===== config.mk =====
export PLATFORM = sky130hd
export DESIGN_NAME = spi_wr_fifo
export DESIGN_NICKNAME = d
export VERILOG_FILES = /design/src/rtl/spi_wr_pkg.sv /design/src/rtl/spi_wr_fifo_mem.sv /design/src/rtl/spi_wr_fifo.sv
export SDC_FILE = /design/constraint.sdc
export NUM_CORES = 1
export LEC_CHECK = 0
export CORE_MARGIN = 2
export CORE_UTILIZATION = 30
export DETAILED_ROUTE_END_ITERATION = 7
export HOLD_SLACK_MARGIN = 0.06
export PLACE_DENSITY_LB_ADDON = 0.2
export SETUP_SLACK_MARGIN = 0.5
export SLEW_MARGIN = 15
export SYNTH_ARGS = -nofsm -noshare
export SYNTH_HDL_FRONTEND = slang
export SYNTH_SLANG_ARGS = --single-unit
export TNS_END_PERCENT = 10

===== constraint.sdc =====
create_clock -name clk -period 8.6 [get_ports clk]
set_input_delay 1.72 -clock clk [delete_from_list [all_inputs] [get_ports clk]]
set_output_delay 1.72 -clock clk [all_outputs]
set_load 0.005 [all_outputs]

===== src/rtl/spi_wr_pkg.sv =====
// spi_wr_pkg
//   Shared constants and types for the SPI slave write path.
//   - AW_DEF / DW_DEF : default address / data widths of an SPI slave write
//   - SPI_WR_CMD      : SPI command byte that produces a write transaction
//   - wr_entry_t      : one buffered write, {address, data}, at default widths
package spi_wr_pkg;

  localparam int AW_DEF = 24;
  localparam int DW_DEF = 32;

  localparam logic [7:0] SPI_WR_CMD = 8'hFF;

  typedef struct packed {
    logic [AW_DEF-1:0] address;
    logic [DW_DEF-1:0] data;
  } wr_entry_t;

endpackage


===== src/rtl/spi_wr_fifo_mem.sv =====
// spi_wr_fifo_mem
//   Entry storage for spi_wr_fifo: DEPTH words of W bits, synchronous write,
//   asynchronous (combinational) read. Contents are not reset.
//   Ports:
//     clk   : clock, write on rising edge
//     we    : write enable
//     waddr : write index
//     wdata : write word
//     raddr : read index
//     rdata : word at raddr, combinational
module spi_wr_fifo_mem #(
  parameter int DEPTH = 8,
  parameter int W     = 56,
  parameter int PW    = $clog2(DEPTH)
) (
  input  logic          clk,
  input  logic          we,
  input  logic [PW-1:0] waddr,
  input  logic [W-1:0]  wdata,
  input  logic [PW-1:0] raddr,
  output logic [W-1:0]  rdata
);

  logic [W-1:0] mem [DEPTH];

  always_ff @(posedge clk) begin
    if (we) begin
      mem[waddr] <= wdata;
    end
  end

  assign rdata = mem[raddr];

endmodule


===== src/rtl/spi_wr_fifo.sv =====
// spi_wr_fifo
//   Show-ahead FIFO buffering {address, data} writes from the SPI slave
//   receiver toward a valid/ready consumer.
//   Optional build macro: SPI_WR_FIFO_DROP_CNT_EN adds a 16-bit saturating
//   drop counter output (drop_cnt).
//   Ports:
//     clk, rst_n        : clock; synchronous active-low reset
//     wr_en_in          : one-cycle write strobe
//     wr_address_in     : write address, valid with wr_en_in
//     wr_data_in        : write data, valid with wr_en_in
//     m_valid/m_ready   : head entry handshake
//     m_address/m_data  : head entry contents (combinational from storage)
//     level             : occupancy, 0..DEPTH
//     full / empty      : level==DEPTH / level==0
//     ovf / ovf_clr     : sticky dropped-write flag and its clear
//     drop_cnt          : dropped-write count (macro builds only)
//
// Handshake: the head entry transfers on a rising edge where m_valid and
// m_ready are both high. m_valid never depends on m_ready; once high it and
// the head contents hold until that transfer. m_ready is ignored while
// m_valid is low. The write side has no back-pressure: a strobe that finds
// the FIFO full (with no pop in the same cycle) is dropped and recorded.
module spi_wr_fifo
  import spi_wr_pkg::*;
#(
  parameter int DEPTH = 8,
  parameter int AW    = AW_DEF,
  parameter int DW    = DW_DEF
) (
  input  logic                       clk,
  input  logic                       rst_n,
  input  logic                       wr_en_in,
  input  logic [AW-1:0]              wr_address_in,
  input  logic [DW-1:0]              wr_data_in,
  output logic                       m_valid,
  input  logic                       m_ready,
  output logic [AW-1:0]              m_address,
  output logic [DW-1:0]              m_data,
  output logic [$clog2(DEPTH):0]     level,
  output logic                       full,
  output logic                       empty,
  output logic                       ovf,
  input  logic                       ovf_clr
`ifdef SPI_WR_FIFO_DROP_CNT_EN
  ,
  output logic [15:0]                drop_cnt
`endif
);

  localparam int PW = $clog2(DEPTH);
  localparam int LW = PW + 1;
  localparam int EW = AW + DW;
  localparam logic [LW-1:0] LEVEL_MAX = LW'(DEPTH);

  logic [PW-1:0] wr_ptr;
  logic [PW-1:0] rd_ptr;
  logic [LW-1:0] count;
  logic          ovf_q;
  logic          push;
  logic          pop;
  logic          drop;
  logic [EW-1:0] head_word;

  // Status flags are decoded from the registered occupancy only, so nothing
  // on the read side combinationally depends on the write strobe.
  assign full    = (count == LEVEL_MAX);
  assign empty   = (count == '0);
  assign m_valid = !empty;
  assign level   = count;
  assign ovf     = ovf_q;

  assign pop  = m_valid && m_ready;
  // A pop in the same cycle frees the slot, so a full FIFO still accepts.
  assign push = wr_en_in && (!full || pop);
  assign drop = wr_en_in && !push;

  spi_wr_fifo_mem #(
    .DEPTH (DEPTH),
    .W     (EW),
    .PW    (PW)
  ) u_mem (
    .clk   (clk),
    .we    (push && rst_n),
    .waddr (wr_ptr),
    .wdata ({wr_address_in, wr_data_in}),
    .raddr (rd_ptr),
    .rdata (head_word)
  );

  assign m_address = head_word[EW-1:DW];
  assign m_data    = head_word[DW-1:0];

  // Pointers wrap naturally because DEPTH is a power of two.
  always_ff @(posedge clk) begin
    if (!rst_n) begin
      wr_ptr <= '0;
      rd_ptr <= '0;
      count  <= '0;
    end else begin
      if (push) begin
        wr_ptr <= wr_ptr + PW'(1);
      end
      if (pop) begin
        rd_ptr <= rd_ptr + PW'(1);
      end
      case ({push, pop})
        2'b10:   count <= count + LW'(1);
        2'b01:   count <= count - LW'(1);
        default: count <= count;
      endcase
    end
  end

  // A drop in the clear cycle keeps the flag set so no drop goes unseen.
  always_ff @(posedge clk) begin
    if (!rst_n) begin
      ovf_q <= 1'b0;
    end else if (drop) begin
      ovf_q <= 1'b1;
    end else if (ovf_clr) begin
      ovf_q <= 1'b0;
    end
  end

`ifdef SPI_WR_FIFO_DROP_CNT_EN
  logic [15:0] drop_cnt_q;

  // Clearing restarts the count; a drop in the clear cycle counts as the
  // first one of the new interval.
  always_ff @(posedge clk) begin
    if (!rst_n) begin
      drop_cnt_q <= '0;
    end else if (ovf_clr) begin
      drop_cnt_q <= drop ? 16'd1 : 16'd0;
    end else if (drop && (drop_cnt_q != 16'hFFFF)) begin
      drop_cnt_q <= drop_cnt_q + 16'd1;
    end
  end

  assign drop_cnt = drop_cnt_q;
`endif

endmodule


# After elaboration in Yosys (flattened, before gate mapping)

Memories as Yosys holds them, arrays and structs flattened. A register that Yosys moved wholly into a read port is not among the register bits.
Cells that the tools add are included.

Logic and storage cells: 30
Memories: 1
Register bits after elaboration: 11
Bits in writable memories: 448
Bits of input ports: 61
Output and inout port bits: 64

Memories:

| memory    | words | bits a word | read ports | clocked after Yosys merged registers in | wr ports | RTL line              | source |
|---|---|---|---|---|---|---|---|
| u_mem.mem | 8     | 56          | 1          | 1                                       | 1        | spi_wr_fifo_mem.sv:24 | `logic [W-1:0] mem [DEPTH];` |

Add/sub/neg operators: 4
Equal/unequal tests: 3
Reduce and logical (&&, ||, !) cells: 11
Mux-type cells: 7

Operator list:

| operator                                                            | number |
|---|---|
| 4-bit case mux with 2 select lines                                  | 1 |
| 3-bit by 1-bit adder with 3-bit output (second input constant)      | 2 |
| 3-bit two-way mux                                                   | 2 |
| 4-bit by 1-bit adder with 4-bit output (second input constant)      | 1 |
| 4-bit == test (second input constant)                               | 1 |
| 1-bit logical AND                                                   | 4 |
| 4-bit zero test                                                     | 1 |
| 1-bit two-way mux                                                   | 4 |
| 2-bit nonzero test                                                  | 2 |
| 4-bit by 1-bit subtractor with 4-bit output (second input constant) | 1 |
| 1-bit zero test                                                     | 3 |
| 2-bit by 1-bit == test with 1-bit output (second input constant)    | 1 |
| 2-bit == test (second input constant)                               | 1 |
| 1-bit logical OR                                                    | 1 |

# Logic depth before layout (Yosys ltp)

Gate-level depths: netlist of run 1.

Depth after elaboration: 8
Gate-level depth with buffers: 9
Depth with buffers taken out: 8

# Hierarchy

From an unflattened synthesis of run 1, not the netlist that was laid out.

Cells, all modules: 729
Area, all modules: 17,489.3 µm²

Modules (own cells, without submodules):

| module          | area each (µm²) | cells an instance | sequential area each (µm²) | instances |
|---|---|---|---|---|
| spi_wr_fifo_mem | 16,853.7        | 660               | 13,452.9                   | 1 |
| spi_wr_fifo     | 635.6           | 69                | 220.2                      | 1 |

# Worst setup path after synthesis of run 1

OpenSTA, ideal clock, no wires.

Path kind: input to register
Start point: in m_ready
End point: mem u_mem.mem[1][0] (enable)
Path buffers: 1
Stages on the path: 3
Path slack: 643 ps
Setup time: 608 ps
Arrival time: 7,349 ps
Data required time: 7,992 ps
Cells stage by stage: buf_2 o21ai_4 nor4_1

Cells in the longest elaborated chain, start to end: 6

RTL lines:

| what                                    | RTL line              | source |
|---|---|---|
| start: declaration                      | spi_wr_fifo.sv:36     | `input logic m_ready,` |
| 1-bit logical AND                       | spi_wr_fifo.sv:72     | `assign pop = m_valid && m_ready;` |
| 1-bit logical OR                        | spi_wr_fifo.sv:74     | `assign push = wr_en_in && (!full \|\| pop);` |
| 1-bit logical AND                       | spi_wr_fifo.sv:74     |  |
| 1-bit logical AND                       | spi_wr_fifo.sv:83     | `.we (push && rst_n),` |
| 1-bit two-way mux                       | spi_wr_fifo_mem.sv:27 | `if (we) begin` |
| 1-bit two-way mux (not written as such) | spi_wr_fifo_mem.sv:28 | `mem[waddr] <= wdata;` |
| end: declaration                        | spi_wr_fifo_mem.sv:24 |  |

Every way passes these cells.

==> flow_summary_export.csv, run 1 <==
group,metric,value,unit
cts,post_cts_buffers,0,
cells_and_area,area_growth,21.2,%
sta,worst_slew_margin_rel,0.280,
routing,routedWlPerCell,22.4,um
cells_and_area,fin_cells,1696,
cts,cts_max_path_buffers,3,
critical_path,end_kind,"primary output",
cts,cts_buffers,51,
floorplanning,dieArea,60500,um2
placed_design,dp_cells,1602,
logic_synthesis,ys_dominant_reg_cell,"edfxtp_1",
sta,hold_slack,0.521,ns
placed_design,dp_worst_setup_slack,3.67,ns
cells_and_area,drive_gt1_frac,0.285,
logic_synthesis,synthAdderAreaFrac,0.00399,
cts,cts_root_buffer,"clkbuf_16",
cells_and_area,filler_cell_count,5302,
critical_path,path_cells,"buf_4 > mux4_2 > mux2_2 > clkdlybuf4s50_1",
global_route,antenna_found_initial,5,
logic_synthesis,synth_seq_cells,462,
logic_synthesis,synthSimpleGateAreaFrac,0.00904,
logic_synthesis,syn_area_per_cell,24.0,um2
sta,setup_violations,0,
min_path,hp-class,"flip-flop to flip-flop",
critical_path,ff2ff_setup_slack,5.53,ns
cells_and_area,nets,956,
logic_synthesis,synthXorXnorAreaFrac,0.00349,
sta,grt_setup_unrepaired,"false",
logic_synthesis,muxShareOfSynthArea,0.182,
outcome,status,"finished clean",
pwr,ir_worst_vdd,0.000156,V
run,cap_violations,0,
cts,worstSkewPairLatency,0.58,ns
sta,skew,0.0141,ns
floorplanning,die_y,246,um
placed_design,dp_hpwl,19400,um
critical_path,crit_path_start_kind,"flip-flop",
sta,fin_crit_sh,0.626,
floorplanning,core,57800,um2
floorplanning,rows,88,
floorplanning,num_io_pins,125,
logic_synthesis,synth_top_family_by_area,"multiplexers",
cts,cts_resized,0,
pwr,power,5900,uW
sta,period_needed,5.39,ns
logic_synthesis,yosys.area.top_type,"edfxtp_1",
pwr,power_density,277,nW/um2
sta,setup_ws,3.21,ns
cts,cts.clk_slew.worst_paths,0.05,ns
critical_path,critPathSlowestCell,"dfxtp_4",
routing,routed-via-count,7758,
routing,drt_pre_antenna_iters,5,
sta,timing.setup.tns,0,ns
routing,final_antenna_net_count,0,
global_route,grtUsageTotal,0.128,
routing,drt_first_iter_violations,448,
logic_synthesis,synth_area_leaders,"edfxtp_1 77%, mux4_2 14%, mux2_2 3.6%, dfxtp_1 1.6%, buf_6 0.64%",
critical_path,worstPathArrival,3.67,ns
routing,detail_route.vias_per_cell,4.57,
cts,cts_tree,"yes",
critical_path,critPathMaxFanout,61,
logic_synthesis,syn_inst,733,
logic_synthesis,ys_types,34,
placed_design,place_congestion,0.692,
critical_path,max_stage_delay,0.89,ns
placed_design,port_buffers,124,
critical_path,critPathTopFamily,"buffers and inverters",
cts,ctsHoldBuffers,0,
logic_synthesis,synth_top_cell_area_share,0.766,
global_route,grt_overflow,0,
logic_synthesis,synth_edf_count,448,
cts,clock_sinks,462,
logic_synthesis,async_flop_share,0,
global_route,grt_max_degree,62,
critical_path,criticalPathCategory,"flip-flop to primary output",
sta,fmaxAchievable,0.186,GHz
critical_path,path_buf_inv,2,
floorplanning,die_x,246,um
pwr,p_leak,0.00651,uW
logic_synthesis,synth_compound_area_frac,0.00584,
global_route,grt_pass1_wl,56300,um
floorplanning,initial_core_util,0.304,
routing,drc_errors,0,
global_route,grt_pass1_vias,8478,
cells_and_area,diodes,0,
cts,htreeDepth,2,
sta,hold_viol_final,0,
sta,drv_slew,0,
routing,routed_wl,38100,um
critical_path,worstPathRequired,6.88,ns
logic_synthesis,syn_nets,799,
logic_synthesis,synth-warning-count,0,
sta,worstMarginPinSlew,1.08,ns
logic_synthesis,netlist_area,17600,um2
logic_synthesis,ys_seq_area_frac,0.782,
layout by cell type, fill, tap and decap left out, drive strengths merged, types with 2 or more instances in the layout:
cell / netlist / final
edfxtp: 448 / 448
clkdlybuf4s50: 0 / 124
mux4: 112 / 112
clkbuf: 16 / 78
mux2: 56 / 56
buf: 20 / 16
nor2: 15 / 15
dfxtp: 14 / 14
clkinv: 0 / 14
inv: 6 / 7
mux2i: 5 / 5
nor3: 5 / 5
xnor2: 4 / 4
ha: 4 / 4
o211ai: 3 / 3
nand2: 3 / 3
xor2: 3 / 3
nor4: 2 / 2
a21oi: 2 / 2
a211oi: 2 / 2
metrics by stage:
stage | instance area [um2] | util
finish | 21300 | 0.368
floorplan | 17600 | -
detailed placement | 19700 | 0.341
CTS | 21300 | 0.368
global route | 21300 | 0.368
global placement | 19700 | 0.341
sequential cells by signal (all words and copies together) (netlist names), named ones only:
| signal | count |
|---|---|
| rd_ptr | 3 |
| level | 4 |
| ovf | 1 |
| wr_ptr | 3 |
| u_mem.mem | 448 |
cell families after synthesis:
family | Yosys count
adder cells (fa/ha/maj) | 5
buffers and inverters | 42
XOR/XNOR | 7
AO/OA/AOI/OAI | 11
multiplexers | 173
flip-flops | 462
AND/OR/NAND/NOR | 33
worst paths after layout:
| path | end | cells past startpoint | startpoint |
|---|---|---|---|
| max | m_data[6] | 4 | flip-flop |
| min | flip-flop | 2 | rd_ptr[2]$_SDFFE_PN0N_ |
| max reg2reg | u_mem.mem[4][22]$_DFFE_PP_ | 4 | level[0]$_SDFFE_PN0P_ |
| min reg2reg | flip-flop | 2 | rd_ptr[2]$_SDFFE_PN0N_ |
worst reg2reg max path, stage by stage (launching register included):
cell and delay (ns):
dfxtp_1 0.52, or4b_1 0.33, o211ai_1 0.30, nor2_4 0.83
buf_4 0.70
synthesized netlist by cell type (all sizes together) (2+ instances only):
master	instances
edfxtp	448
mux4	112
mux2	56
buf	20
clkbuf	16
nor2	15
dfxtp	14
inv	6
mux2i	5
nor3	5
ha	4
xnor2	4
nand2	3
o211ai	3
xor2	3
a211oi	2
a21oi	2
nor4	2
power breakdown:
part	total [uW]	internal [uW]	switching (uW)
logic	1240	752	483
registers	2630	2540	87.7
clock network	2040	1190	842
routing by layer:
layer	global-route usage	vias up	part of all wire
li1	-	3418	-
met1	0.175	4104	0.45
met2	0.202	162	0.48
met3	0.0318	64	0.052
met4	0.0362	10	0.019
met5	0	-	0.0020
cell type report:
type	count	area (um2)	share of cell area
Clock buffer	78	1460	0.0686
Timing Repair Buffer	140	1360	0.0639
Multi-Input combinational cell	229	3640	0.171
Tap cell	765	957	0.0450
Clock inverter	16	100	0.00470
Inverter	6	22.5	0.00106
Sequential cell	462	13700	0.646
(Power assumes the default switching activity.)
==> run 2, diff against run 1 <==
clock period = 5.1 ns   (was 8.6 ns; I/O delays follow)
==> flow_summary_export.csv, run 2 (synthesis results as in run 1) <==
group,metric,value,unit
global_route,grt_pass1_wl,55300,um
sta,timing.setup.tns,0,ns
pwr,power_frac_seq,0.436,
global_route,grtUsageTotal,0.125,
outcome,status,"finished clean",
sta,grt_setup_unrepaired,"false",
critical_path,critPathTopFamily,"buffers and inverters",
critical_path,max_stage_delay,0.65,ns
critical_path,criticalPathCategory,"flip-flop to primary output",
min_path,min_from,"rd_ptr[2]$_SDFFE_PN0N_",
routing,routed_wl,37500,um
sta,period_needed,4.09,ns
critical_path,path_cells,"buf_12 > mux4_2 > mux2_2 > clkdlybuf4s50_1",
critical_path,critPathSlowestCell,"dfxtp_4",
floorplanning,die_y,246,um
critical_path,end_kind,"primary output",
placed_design,dp_cells,1601,
placed_design,port_buffers,124,
cts,clock_sinks,462,
floorplanning,core,57800,um2
cts,cts_buffers,49,
cells_and_area,diodes,0,
cells_and_area,final_common_cell,"edfxtp_1",
critical_path,r2r_cells,4,
critical_path,r2r-start,"level[1]$_SDFFE_PN0P_",
cts,cts_max_path_buffers,3,
placed_design,place_congestion,0.672,
pwr,ir_worst_vdd,0.000236,V
global_route,use_met1,0.176,
critical_path,crit_path_start_kind,"flip-flop",
cts,ctsHoldBuffers,0,
min_path,min_path_cells,2,
cts,worstSkewPairLatency,0.57,ns
cts,cts_tree,"yes",
critical_path,worstPathArrival,3.07,ns
min_path,hp-class,"flip-flop to flip-flop",
cts,cts_resized,0,
sta,hold_slack,0.538,ns
routing,routedWlPerCell,22.2,um
global_route,grt_pass1_vias,8433,
run,cap_violations,0,
pwr,combPwrFrac,0.212,
placed_design,dp_hpwl,18900,um
global_route,busiest_layer,"met2",
cells_and_area,final_cell_mix,"448 x edfxtp_1, 124 x clkdlybuf4s50_1, 112 x mux4_2",
sta,skew,0.0109,ns
pwr,netSwitchingPower,2420,uW
floorplanning,rows,88,
critical_path,ff2ff_setup_slack,2.42,ns
floorplanning,initial_core_util,0.304,
pwr,p_clk_frac,0.353,
critical_path,critPathMaxFanout,48,
sta,worst_slew_margin_rel,0.397,
global_route,antenna_found_initial,7,
sta,drv_slew,0,
cts,htreeDepth,2,
critical_path,worstPathRequired,4.08,ns
routing,detail_route.vias_per_cell,4.62,
sta,fin_crit_sh,0.802,
cells_and_area,drive_gt1_frac,0.293,
critical_path,r2r-end,"u_mem.mem[4][30]$_DFFE_PP_",
cts,post_cts_buffers,0,
routing,routed-via-count,7802,
cells_and_area,seq_area,13700,um2
routing,drt_pre_antenna_iters,4,
floorplanning,num_io_pins,125,
sta,setup_violations,0,
routing,final_antenna_net_count,0,
pwr,power,10100,uW
sta,fmaxAchievable,0.245,GHz
pwr,p_leak,0.00658,uW
global_route,met2_usage,0.187,
cells_and_area,filler_cell_count,5254,
cells_and_area,area_growth,22.3,%
cells_and_area,nets,953,
sta,hold_viol_final,0,
pwr,power_density,472,nW/um2
routing,drc_errors,0,
pwr,p_int,7730,uW
global_route,grt_max_degree,57,
cells_and_area,fin_cells,1690,
floorplanning,die_x,246,um
global_route,use_met3,0.0392,
routing,drt_first_iter_violations,551,
cells_and_area,multi_input_area,3660,um2
cts,cts_root_buffer,"clkbuf_16",
floorplanning,dieArea,60500,um2
critical_path,path_buf_inv,2,
cells_and_area,largest_register,"u_mem.mem",
global_route,grt_overflow,0,
cts,cts.clk_slew.worst_paths,0.06,ns
cells_and_area,largest_register_ffs,448,
sta,worstMarginPinSlew,0.905,ns
pwr,swShare,0.238,
cells_and_area,final_util,0.372,
==> run 2: cell types whose count changed in the layout (fill, tap and decap cells not counted), moves of 4 or more <==
cell	change
buf_12	+10
buf_4	-11
bufinv_16	+5
clkbuf_1	-16
clkinv_1	+4
clkinv_2	+4
==> run 2: per-layer routing <==
| layer | part of all wire | wire length (um) |
|---|---|---|
| met5 | 0.0023 | 87 |
| met4 | 0.020 | 762 |
| met3 | 0.066 | 2470 |
| met2 | 0.45 | 16900 |
| met1 | 0.46 | 17300 |
==> run 2: area by class of cell <==
cell class | instances | share of cell area
inverter | 6 | 0.00105
clock inverter | 31 | 0.0141
timing repair buffer | 139 | 0.0688
tap | 765 | 0.0445
sequential | 462 | 0.640
clock buffer | 58 | 0.0615
multi-input combinational | 229 | 0.170
==> run 2: worst max-delay path by stage <==
| stage | from | end | slack, ns | depth (start not counted) |
|---|---|---|---|---|
| floorplan | m_ready | u_mem.mem[6][0]$_DFFE_PP_ | -0.71 | 3 |
| global placement | rst_n | u_mem.mem[4][37]$_DFFE_PP_ | 1.54 | 5 |
| detailed placement | rst_n | u_mem.mem[4][38]$_DFFE_PP_ | 1.47 | 5 |
| CTS | flip-flop | m_data[23] | 0.89 | 4 |
| global route | flip-flop | m_data[23] | 0.76 | 4 |
| finish | flip-flop | m_data[17] | 1.01 | 4 |
==> run 2: worst register-to-register path: cells and delay by family, from the launching register on <==
| family | cells | cell delay (ns) |
|---|---|---|
| simple gates | 2 | 0.96 |
| flops | 1 | 0.40 |
| buf+inv | 1 | 0.35 |
| compound gates | 1 | 0.66 |
==> run 2: stage by stage <==
stage | worst slack [ns] | instance area [um2]
floorplan | -0.715 | 17600
CTS | 0.887 | 21500
global placement | 1.54 | 19900
finish | 1.01 | 21500
detailed placement | 1.47 | 19900
global route | 0.761 | 21500
==> run 2: power by group through the flow <==
stage	registers, uW	clock network, uW	logic, uW
detailed placement	4510	0	2210
finish	4420	3580	2150
global placement	4500	0	2200
global route	4440	3820	2340
CTS	4430	3690	2220
floorplan	4410	0	1440
==> run 3, diff against run 2 <==
clock period = 3.9 ns   (was 5.1 ns; I/O delays follow)
==> flow_summary_export.csv, run 3 (synthesis results as in run 1) <==
group,metric,value,unit
outcome,status,"finished clean",
cts,cts.clk_slew.worst_paths,0.06,ns
placed_design,place_congestion,0.694,
routing,routed_wl,38900,um
global_route,busiest_layer,"met2",
sta,setup_ws,0.498,ns
cts,htreeDepth,2,
floorplanning,rows,88,
sta,hold_viol_final,0,
cts,cts_root_buffer,"clkbuf_16",
floorplanning,die_y,246,um
floorplanning,num_io_pins,125,
global_route,antenna_found_initial,2,
global_route,met2_usage,0.196,
sta,timing.setup.tns,0,ns
global_route,grt_pass1_wl,57500,um
critical_path,criticalPathCategory,"flip-flop to primary output",
sta,worstMarginPinSlew,0.898,ns
routing,final_antenna_net_count,0,
sta,setup_violations,0,
cts,cts_buffers,51,
placed_design,dp_hpwl,19400,um
critical_path,end_kind,"primary output",
cells_and_area,largest_register,"u_mem.mem",
placed_design,port_buffers,124,
global_route,grt_pass1_vias,8640,
critical_path,worstPathArrival,2.62,ns
sta,worst_slew_margin_rel,0.399,
sta,grt_setup_unrepaired,"true",
sta,fmaxAchievable,0.294,GHz
floorplanning,die_x,246,um
critical_path,worstPathRequired,3.12,ns
cts,cts_max_path_buffers,3,
placed_design,dp_worst_setup_slack,0.670,ns
floorplanning,initial_core_util,0.304,
routing,drt_first_iter_violations,516,
cells_and_area,final_common_cell,"edfxtp_1",
sta,hold_slack,0.517,ns
sta,fin_crit_sh,0.872,
critical_path,crit_path_start_kind,"flip-flop",
routing,routedWlPerCell,22.7,um
floorplanning,core,57800,um2
cells_and_area,area_growth,24.0,%
pwr,ir_worst_vdd,0.000285,V
sta,skew,0.0173,ns
global_route,grt_overflow,0,
cells_and_area,final_cell_mix,"448 x edfxtp_1, 120 x clkdlybuf4s50_1, 112 x mux4_2",
pwr,power_density,618,nW/um2
routing,drt_pre_antenna_iters,6,
global_route,grt_max_degree,57,
pwr,p_leak,0.00670,uW
cells_and_area,largest_register_ffs,448,
cells_and_area,nets,970,
routing,detail_route.vias_per_cell,4.61,
sta,drv_slew,0,
routing,drc_errors,0,
sta,period_needed,3.40,ns
floorplanning,dieArea,60500,um2
global_route,grtUsageTotal,0.131,
cts,worstSkewPairLatency,0.59,ns
cells_and_area,drive_gt1_frac,0.297,
run,cap_violations,0,
cts,cts_tree,"yes",
critical_path,critPathMaxFanout,13,
placed_design,placed_area,20000,um2
cts,clock_sinks,462,
cells_and_area,postLayoutCellArea,21800,um2
routing,routed-via-count,7896,
global_route,use_met1,0.189,
min_path,hp-class,"flip-flop to flip-flop",
global_route,use_met3,0.0337,
==> run 3: timing repair <==
| action | in CTS | in global routing |
|---|---|---|
| hold buffers | 0 | 0 |
| cloned | 4 | 1 |
| gates resized for setup | 15 | 2 |
| endpoints found under the setup margin | 51 | 51 |
| setup buffers | 3 | 0 |
==> run 3: where the power goes <==
part	total (uW)	switching, uW	leakage (uW)	internal, uW
logic	3180	1270	0.00177	1910
registers	5720	115	0.00416	5600
clock network	4560	1900	0.000762	2660
total	13500	3290	0.00670	10200
==> run 3: path summary, 6_finish.rpt <==
| kind | slack (ns) | to | from | depth (start not counted) |
|---|---|---|---|---|
| setup / recovery | 0.50 | m_address[4] | flip-flop | 5 |
| hold / removal | 0.52 | flip-flop | rd_ptr[2]$_SDFFE_PN0N_ | 2 |
| setup reg to reg | 1.28 | u_mem.mem[7][25]$_DFFE_PP_ | level[1]$_SDFFE_PN0P_ | 4 |
| hold reg to reg | 0.52 | flip-flop | rd_ptr[2]$_SDFFE_PN0N_ | 2 |
==> run 3: area by class of cell <==
| type | count | area [um2] |
|---|---|---|
| fillers | 5255 | 36000 |
| clock buffers | 71 | 1370 |
| clock inverters | 23 | 211 |
| flip-flops and latches | 462 | 13700 |
| well taps | 765 | 957 |
| inverters | 6 | 22.5 |
| diodes | 1 | 2.50 |
| repair buffers | 154 | 1800 |
| multi-input cells | 229 | 3690 |
==> run 3: worst max-delay path, cell delays in order (launching register included) <==
cell and delay [ns]:
dfxtp_4 0.37, buf_12 0.15, buf_16 0.18, mux4_2 0.52
mux2_2 0.28, clkdlybuf4s50_1 0.53
==> run 3: layer usage <==
layer,vias to the layer above,part of all wire
met1,4206,0.47
met4,4,0.019
li1,3466,-
met5,-,0.00049
met3,60,0.055
met2,160,0.45
==> run 3: per-stage QoR <==
step,cells,utilization,power (uW)
floorplan,733,-,7650
global placement,1608,0.345,8810
detailed placement,1608,0.345,8800
CTS,1709,0.376,13700
global route,1710,0.377,14100
finish,1711,0.377,13500
